--- src/rtl/pipelined_bypass_adder.sv ---
// pipelined_bypass_adder
//   Pipelined carry-bypass adder/subtractor. The operands are split into
//   STAGES segments of SEG = WIDTH/STAGES bits. Each pipeline stage adds one
//   segment, LSB segment first, using SEG/BLOCK carry-bypass blocks. The
//   inter-stage carry, the operand bits and the sat flag travel with the
//   transaction. The completed lower sum bits are also carried forward.
//   The final stage derives signed overflow and applies saturation before
//   the output register, so a, b and the flags never reach sum
//   combinationally.
//
// Parameters
//   WIDTH  : operand/result width (divisible by STAGES)
//   STAGES : number of register stages = latency in cycles (>= 1)
//   BLOCK  : carry-bypass block size (divides WIDTH/STAGES)
//
// Ports
//   clk, rst           : clock, synchronous active-high reset
//   in_valid, in_ready : operand handshake (in_ready = !out_valid | out_ready)
//   a, b, cin, sub, sat: operands, carry-in, subtract mode, saturate enable
//   out_valid, out_ready : result handshake
//   sum, cout, overflow  : result, MSB carry-out, signed overflow
module pipelined_bypass_adder #(
    parameter int WIDTH  = 32,
    parameter int STAGES = 2,
    parameter int BLOCK  = 4
) (
    input  logic             clk,
    input  logic             rst,
    input  logic             in_valid,
    output logic             in_ready,
    input  logic [WIDTH-1:0] a,
    input  logic [WIDTH-1:0] b,
    input  logic             cin,
    input  logic             sub,
    input  logic             sat,
    output logic             out_valid,
    input  logic             out_ready,
    output logic [WIDTH-1:0] sum,
    output logic             cout,
    output logic             overflow
);

    localparam int SEG  = WIDTH / STAGES;
    localparam int NBLK = SEG / BLOCK;

    localparam logic [WIDTH-1:0] SUM_MAX = {1'b0, {(WIDTH-1){1'b1}}};
    localparam logic [WIDTH-1:0] SUM_MIN = {1'b1, {(WIDTH-1){1'b0}}};

    // Stage registers. Index STAGES-1 is the output register.
    logic [WIDTH-1:0] a_r     [STAGES];
    logic [WIDTH-1:0] b_r     [STAGES];
    logic [WIDTH-1:0] sum_r   [STAGES];
    logic             carry_r [STAGES];
    logic             sat_r   [STAGES];
    logic             valid_r [STAGES];
    logic             ovf_r;

    // Combinational result of each stage, loaded into the matching register.
    logic [WIDTH-1:0] nx_a_s     [STAGES];
    logic [WIDTH-1:0] nx_b_s     [STAGES];
    logic [WIDTH-1:0] nx_sum_s   [STAGES];
    logic             nx_carry_s [STAGES];
    logic             nx_sat_s   [STAGES];
    logic             nx_valid_s [STAGES];
    logic             nx_ovf_s;
    logic             advance_s;

    // The whole pipeline moves together whenever the output slot can be freed.
    assign advance_s = !valid_r[STAGES-1] || out_ready;
    assign in_ready  = advance_s;
    assign out_valid = valid_r[STAGES-1];
    assign sum       = sum_r[STAGES-1];
    assign cout      = carry_r[STAGES-1];
    assign overflow  = ovf_r;

    // Per-stage segment addition with carry bypass, plus final overflow/saturation.
    always_comb begin
        logic [WIDTH-1:0] op_a;
        logic [WIDTH-1:0] op_b;
        logic [WIDTH-1:0] op_sum;
        logic             op_c;
        logic             op_sat;
        logic             op_valid;
        logic             c;
        logic             p;
        logic             blk_c;
        logic             c_msb;
        int               idx;

        nx_ovf_s = 1'b0;
        for (int k = 0; k < STAGES; k++) begin
            if (k == 0) begin
                // Subtraction is a + ~b + 1: invert b once and force carry-in.
                op_a     = a;
                op_sum   = {WIDTH{1'b0}};
                op_sat   = sat;
                op_valid = in_valid;
                if (sub) begin
                    op_b = ~b;
                    op_c = 1'b1;
                end else begin
                    op_b = b;
                    op_c = cin;
                end
            end else begin
                op_a     = a_r[k-1];
                op_b     = b_r[k-1];
                op_sum   = sum_r[k-1];
                op_c     = carry_r[k-1];
                op_sat   = sat_r[k-1];
                op_valid = valid_r[k-1];
            end

            c     = op_c;
            c_msb = 1'b0;
            for (int j = 0; j < NBLK; j++) begin
                blk_c = c;
                p     = 1'b1;
                for (int i = 0; i < BLOCK; i++) begin
                    idx = k * SEG + j * BLOCK + i;
                    if (idx == WIDTH - 1) begin
                        c_msb = c;
                    end else begin
                        c_msb = c_msb;
                    end
                    op_sum[idx] = op_a[idx] ^ op_b[idx] ^ c;
                    p           = p & (op_a[idx] ^ op_b[idx]);
                    c           = (op_a[idx] & op_b[idx]) | (c & (op_a[idx] ^ op_b[idx]));
                end
                // A fully propagating block passes its carry-in straight through.
                if (p) begin
                    c = blk_c;
                end else begin
                    c = c;
                end
            end

            nx_a_s[k]     = op_a;
            nx_b_s[k]     = op_b;
            nx_sum_s[k]   = op_sum;
            nx_carry_s[k] = c;
            nx_sat_s[k]   = op_sat;
            nx_valid_s[k] = op_valid;

            if (k == STAGES - 1) begin
                nx_ovf_s = c_msb ^ c;
                // On overflow the true result's sign equals the sign of a.
                if (op_sat && nx_ovf_s) begin
                    nx_sum_s[k] = op_a[WIDTH-1] ? SUM_MIN : SUM_MAX;
                end else begin
                    nx_sum_s[k] = op_sum;
                end
            end else begin
                nx_ovf_s = nx_ovf_s;
            end
        end
    end

    // Pipeline registers: reset clears everything, otherwise shift on advance.
    always_ff @(posedge clk) begin
        if (rst) begin
            for (int k = 0; k < STAGES; k++) begin
                a_r[k]     <= {WIDTH{1'b0}};
                b_r[k]     <= {WIDTH{1'b0}};
                sum_r[k]   <= {WIDTH{1'b0}};
                carry_r[k] <= 1'b0;
                sat_r[k]   <= 1'b0;
                valid_r[k] <= 1'b0;
            end
            ovf_r <= 1'b0;
        end else if (advance_s) begin
            for (int k = 0; k < STAGES; k++) begin
                valid_r[k] <= nx_valid_s[k];
                // Bubbles leave the data untouched so operands load only on accept.
                if (nx_valid_s[k]) begin
                    a_r[k]     <= nx_a_s[k];
                    b_r[k]     <= nx_b_s[k];
                    sum_r[k]   <= nx_sum_s[k];
                    carry_r[k] <= nx_carry_s[k];
                    sat_r[k]   <= nx_sat_s[k];
                end
            end
            if (nx_valid_s[STAGES-1]) begin
                ovf_r <= nx_ovf_s;
            end
        end
    end

endmodule

--- config.mk ---
export PLATFORM = sky130hd
export DESIGN_NAME = pipelined_bypass_adder
export DESIGN_NICKNAME = d
export VERILOG_FILES = /design/src/rtl/pipelined_bypass_adder.sv
export SDC_FILE = /design/constraint.sdc
export NUM_CORES = 1
export LEC_CHECK = 0
export CORE_AREA = 4 4 102 104
export CTS_BUF_LIST = sky130_fd_sc_hd__clkbuf_16
export DETAILED_ROUTE_END_ITERATION = 16
export DIE_AREA = 0 0 106 108
export HOLD_SLACK_MARGIN = 0.05
export PLACE_DENSITY = 0.85
export RECOVER_POWER = 100
export SLEW_MARGIN = 20
export SYNTH_ARGS = -nofsm -noshare
export SYNTH_HDL_FRONTEND = slang
export SYNTH_SLANG_ARGS = --single-unit
--- constraint.sdc ---
create_clock -name clk -period 21.9 [get_ports clk]
set_input_delay 2.19 -clock clk [delete_from_list [all_inputs] [get_ports clk]]
set_output_delay 2.19 -clock clk [all_outputs]
set_load 0.02 [all_outputs]
==> reports/metrics.yaml, run 1 <==
yosys.area.top_type: "edfxtp_1"
synth_top_family_by_area: "adder cells"
diodes: 0
grt.overflow.total: 0
synth_cell_types: 40
ant_nets: 0
setup_viol: 0
yosys.area_share.simple_pct: 8.208
relSlewSlack_pct: -51.89
cts-hold-fix-buffers: 0
fillers: 722
vdd_drop_max_v: 0.00004349
crit_type: "in2reg"
p_total_mw: 0.4424
gp_congestion: 0.8015
cts-root-buf: "clkbuf_16"
path_max_fanout: 33
routedWlPerCell_um: 15.92
netlist_area_um2: 5244
drc_errors: 0
start_util_pct: 54.91
first_iter_violations: 81
cts.reportedPaths.clkPinSlew_ns: 0.06
num_rows: 36
max_freq_mhz: 85.90
antenna_found_initial: 0
ys_ff_latch: 86
dieHeight_um: 108
power_density_nw_per_um2: 69.59
ys_warn_count: 0
fin_setup_tns_ns: 0
area_growth_pct: 21.24
status: "complete, but fails checks"
post_cts_buffers: 0
numCtsBuffers: 9
vias: 2960
clock_skew_ns: 0.009539
fin_nets: 606
drt_wl_total_um: 9677
clkSinkCount: 86
netlist.area_leader.share_pct: 48.68
synth_compound_area_share_pct: 6.251
ys_seq_area_share_pct: 49.06
avgSynthCellArea_um2: 13.18
cp-end-kind: "register"
hpwl_um: 7237
cap_violations: 4
synth-adder-area-share_pct: 19.85
synthMuxAreaShare_pct: 1.384
clkLatencyLatePin_ns: 0.33
portBuffers: 106
drtPass1Iterations: 4
synthArstFlopShare_pct: 0
finalCritPeriodShare_pct: 53.16
syn_nets: 533
die_width_um: 106
hp-class: "reg2reg"
violations: "capacitance limit, slew limit"
cts_resized: 0
timing.final.max_slew_violations: 99
layout_common_cells: "85 x edfxtp_1, 68 x clkdlybuf4s50_1, 46 x inv_1, 37 x dlygate4sd3_1, 33 x o21a_1"
drive_gt1_share_pct: 3.789
io-pin-count: 107
hold_viol: 0
groute.usage.overall_pct: 17.57
period_needed_ns: 11.64
cp_data_required_time_ns: 21.98
cp.arrival_ns: 11.72
via_per_inst: 4.868
coreArea_um2: 9549
synth-edff-count: 85
synth-xor-area-share_pct: 5.345
rsz0062_at_grt: "no"
clockBufferDepth: 2
first_global_vias: 3225
grt_pass1_wl_um: 15450
dieArea_um2: 11450
worstMarginPinSlew_ns: 2.278
tritoncts: "yes"
layout_commonest_cell: "edfxtp_1"
syn-instance-count: 398
synth_flop_cell: "edfxtp_1"
worstSetupStartpointType: "primary input"
cts_max_level: 3
grt_max_degree: 51
synthTopCellsByArea: "edfxtp_1 49%, fa_1 12%, ha_1 7.6%"
leakagePower_nw: 2.659
-- cell type report --
cell class	instances	area, um2	area share [%]
repair buffers	110	1070	16.83
clock inverters	6	32.53	0.5117
inverters	44	165.2	2.598
flip-flops and latches	86	2572	40.46
well taps	133	166.4	2.618
clock buffers	9	225.2	3.543
multi-input cells	220	2126	33.44
-- worst paths after layout --
| kind | end | from | cells after the start | slack, ns |
|---|---|---|---|---|
| worst max-delay path | sum_r[0][15] | sub | 25 | 10.26 |
| worst min-delay path | overflow | overflow | 1 | 0.50 |
| worst max register to register | sum_r[0][48] | carry_r[0][0] | 30 | 11.58 |
| worst min register to register | overflow | overflow | 1 | 0.50 |
-- critical path, cell delays in order --
cell and delay [ns]:
clkbuf_1 1.60, nor2_1 0.26, fa_1 0.52, fa_1 0.40, fa_1 0.42, fa_1 0.39
mux2_1 0.35, fa_1 0.44, fa_1 0.42, fa_1 0.40, fa_1 0.37, mux2_1 0.37
fa_1 0.40, fa_1 0.38, inv_1 0.09, fa_1 0.16, inv_1 0.05, fa_1 0.34
mux2_1 0.34, fa_1 0.40, fa_1 0.40, fa_1 0.38, inv_1 0.10, fa_1 0.42
and2_0 0.14
-- Yosys cell counts (2+ instances only) --
master	number
edfxtp_1	85
inv_1	44
o21a_1	33
buf_4	32
fa_1	32
ha_1	32
nor2_1	32
and2_1	22
xnor2_1	16
xor2_1	16
clkbuf_1	5
nand4_1	5
a21oi_1	4
buf_1	3
buf_8	3
clkbuf_4	3
mux2_2	3
nand2_1	3
nand2b_1	2
nor2b_1	2
o21ai_1	2
-- through the flow --
step / area, um2 / hold WS [ns] / util (%) / instances / setup slack (ns)
2_1_floorplan: 5244 / 0.5095 / - / 398 / 11.73
3_3_place_gp: 6140 / 0.4733 / 64.30 / 592 / 11.37
3_5_place_dp: 6155 / 0.4906 / 64.45 / 593 / 11.05
4_1_cts: 6412 / 0.5059 / 67.15 / 608 / 11.34
5_1_grt: 6357 / 0.5295 / 66.57 / 608 / 9.702
6_report: 6357 / 0.4960 / 66.57 / 608 / 10.26
-- registers in the layout (all words and copies together) (netlist names) --
| signal | count |
|---|---|
| a_r | 16 |
| b_r | 16 |
| carry_r | 2 |
| overflow | 1 |
| sat_r | 1 |
| sum_r | 48 |
| valid_r | 2 |
-- logic make-up (layout without fill, tap and decap cells) --
family,after synthesis,count (layout)
simple gates,75,75
xor+xnor,32,32
flops,86,86
compound gates,43,43
mux,6,6
buf+inv,92,169
fa+ha+maj,64,64
-- power by group --
group,internal [mW],switching (mW)
clock network,0.0749,0.0570
registers,0.204,0.00820
logic,0.0462,0.0524
-- metal layers --
metal / vias to the layer above / track usage, % / routed length [um]
met4: 0 / 5.550 / 114
met5: - / 0 / 0
met3: 7 / 2.985 / 416
li1: 1420 / - / -
met2: 71 / 33.97 / 5408
met1: 1462 / 19.70 / 3738
No activity file was read; power rests on OpenSTA's default activity.
==> run 2: changes to the inputs <==
--- a/config.mk
+++ b/config.mk
@@ -5,12 +5,12 @@
 export SDC_FILE = /design/constraint.sdc
 export NUM_CORES = 1
 export LEC_CHECK = 0
-export CORE_AREA = 4 4 102 104
+export CORE_AREA = 4 4 111 113
 export CTS_BUF_LIST = sky130_fd_sc_hd__clkbuf_16
 export DETAILED_ROUTE_END_ITERATION = 16
-export DIE_AREA = 0 0 106 108
+export DIE_AREA = 0 0 115 117
 export HOLD_SLACK_MARGIN = 0.05
-export PLACE_DENSITY = 0.85
+export PLACE_DENSITY = 0.76
 export RECOVER_POWER = 100
 export SLEW_MARGIN = 20
 export SYNTH_ARGS = -nofsm -noshare
==> constraint.sdc (replaced) <==
create_clock -name clk -period 10.4 [get_ports clk]
set_input_delay 1.04 -clock clk [delete_from_list [all_inputs] [get_ports clk]]
set_output_delay 1.04 -clock clk [all_outputs]
set_load 0.02 [all_outputs]
==> run 2 against run 1 <==
Effect of this change: setup slack worse by 9.3 ns; via count increased by 0.61%; die area is 18% higher; highest routed layer unchanged; non-clock buffer count rose by 1; clock power grew to 2.8 times the previous value; hold slack better by 0.0074 ns; count of clock-buffer cells in the layout unchanged; flip-flop and latch count did not move; core utilization shrank 9.3 points; final cell count up 2.0%; sequential share of layout area is 0.79 points lower; the flow still finishes with violations (capacitance limit, slew limit).
==> reports/metrics.yaml, run 2 (synthesized netlist as in run 1, its figures left out) <==
antenna_found_initial: 0
grt_max_degree: 51
grt_pass1_wl_um: 15320
setup_viol: 0
worstSetupStartpointType: "register"
crit_type: "reg2reg"
power_density_nw_per_um2: 157.4
clock_skew_ns: 0.006427
cp-end-kind: "register"
numCtsBuffers: 9
regArea_um2: 2572
fillers: 942
leakagePower_nw: 2.701
area_growth_pct: 23.65
layout_common_cells: "85 x edfxtp_1, 67 x clkdlybuf4s50_1, 44 x inv_1, 38 x dlygate4sd3_1, 33 x o21a_1"
worstMarginPinSlew_ns: 1.993
clkSinkCount: 86
drive_gt1_share_pct: 5.451
post_cts_buffers: 0
rsz0062_at_grt: "no"
portBuffers: 106
routedWlPerCell_um: 15.33
first_iter_violations: 88
fin_setup_tns_ns: 0
diodes: 0
via_per_inst: 4.803
drt_wl_total_um: 9503
die_width_um: 115
placedCellCount: 604
relSlewSlack_pct: -32.84
dpl_cell_area_um2: 6167
first_global_vias: 3227
largest_register_ffs: 48
path_max_fanout: 17
multiInputGateArea_um2: 2137
hpwl_um: 7076
cts_max_level: 3
drc_errors: 0
timing.final.max_slew_violations: 118
crit_slowest_cell: "and3b_1"
dieArea_um2: 13460
num_rows: 39
fin_nets: 607
largestRegisters: "sum_r: 48 flops, a_r: 16 flops, b_r: 16 flops"
max_freq_mhz: 106.0
cts-hold-fix-buffers: 0
fin_area_um2: 6484
layout_commonest_cell: "edfxtp_1"
cap_violations: 3
groute.usage.overall_pct: 15.10
start_util_pct: 46.32
status: "complete, but fails checks"
largest-register: "sum_r"
clockBufferDepth: 2
hold_viol: 0
clkLatencyLatePin_ns: 0.34
grt.overflow.total: 0
cts.reportedPaths.clkPinSlew_ns: 0.06
dieHeight_um: 117
slowest_delay_ns: 0.68
gp_congestion: 0.8101
vias: 2978
critical_path.most_common_cell: "fa_1"
period_needed_ns: 9.438
finalNonFillerCells: 620
io-pin-count: 107
tritoncts: "yes"
hp-class: "reg2reg"
finalCritPeriodShare_pct: 90.75
drtPass1Iterations: 4
r2r_slack_ns: 0.96
vdd_drop_max_v: 0.00009270
coreArea_um2: 11320
violations: "capacitance limit, slew limit"
cts-root-buf: "clkbuf_16"
cts_resized: 0
cp_data_required_time_ns: 10.60
cp.arrival_ns: 9.64
ant_nets: 0
run 2: cell count changes in the layout (fill, tap and decap cells not counted), moves of 3 or more:
cell,delta
and2_0,+4
clkbuf_1,-3
and2_1,-4
bufinv_16,+3
run 2: stage by stage:
stage / hold slack (ns) / setup slack (ns) / utilization, % / total power [mW]
6_report: 0.5035 / 0.9620 / 57.27 / 1.021
4_1_cts: 0.5032 / 1.220 / 57.54 / 1.040
5_1_grt: 0.5005 / 0.4461 / 57.27 / 1.074
2_1_floorplan: 0.5095 / 1.376 / - / 0.5993
3_3_place_gp: 0.4711 / 1.316 / 54.48 / 0.6638
3_5_place_dp: 0.4885 / 1.144 / 54.48 / 0.6720
run 2: final cells by class:
class | count | area share (%)
clock buffers | 9 | 3.474
inverters | 44 | 2.547
repair buffers | 111 | 16.71
well taps | 143 | 2.760
clock inverters | 7 | 1.872
multi-input cells | 220 | 32.96
flip-flops and latches | 86 | 39.68
run 2: power breakdown:
group	internal [mW]	switching, mW	total (mW)
sequential	0.429	0.0165	0.446
clock	0.235	0.133	0.368
combinational	0.0972	0.109	0.206
run 2: final timing paths:
| check | from | end | cells after the start |
|---|---|---|---|
| hold reg to reg | overflow | overflow | 1 |
| setup reg to reg | carry_r[0][0] | sum_r[0][62] | 30 |
| setup / recovery | carry_r[0][0] | sum_r[0][62] | 30 |
| hold / removal | overflow | overflow | 1 |
run 2: critical path: cells and delay by family (launching register included):
family / cells / cell delay (ns)
adder cells (fa/ha/maj): 16 / 5.77
AND/OR/NAND/NOR: 3 / 0.94
buffers and inverters: 5 / 0.76
multiplexers: 2 / 0.70
AO/OA/AOI/OAI: 4 / 0.70
flip-flops: 1 / 0.42
run 2: per-layer routing:
metal / GRT usage [%] / wire (um) / part of all wire, % / vias up
li1: - / - / - / 1422
met1: 16.68 / 3709 / 39 / 1447
met2: 27.20 / 4963 / 52 / 94
met3: 4.010 / 643 / 6.8 / 15
met4: 6.964 / 186 / 2.0 / 0
met5: 0 / 0 / 0 / -
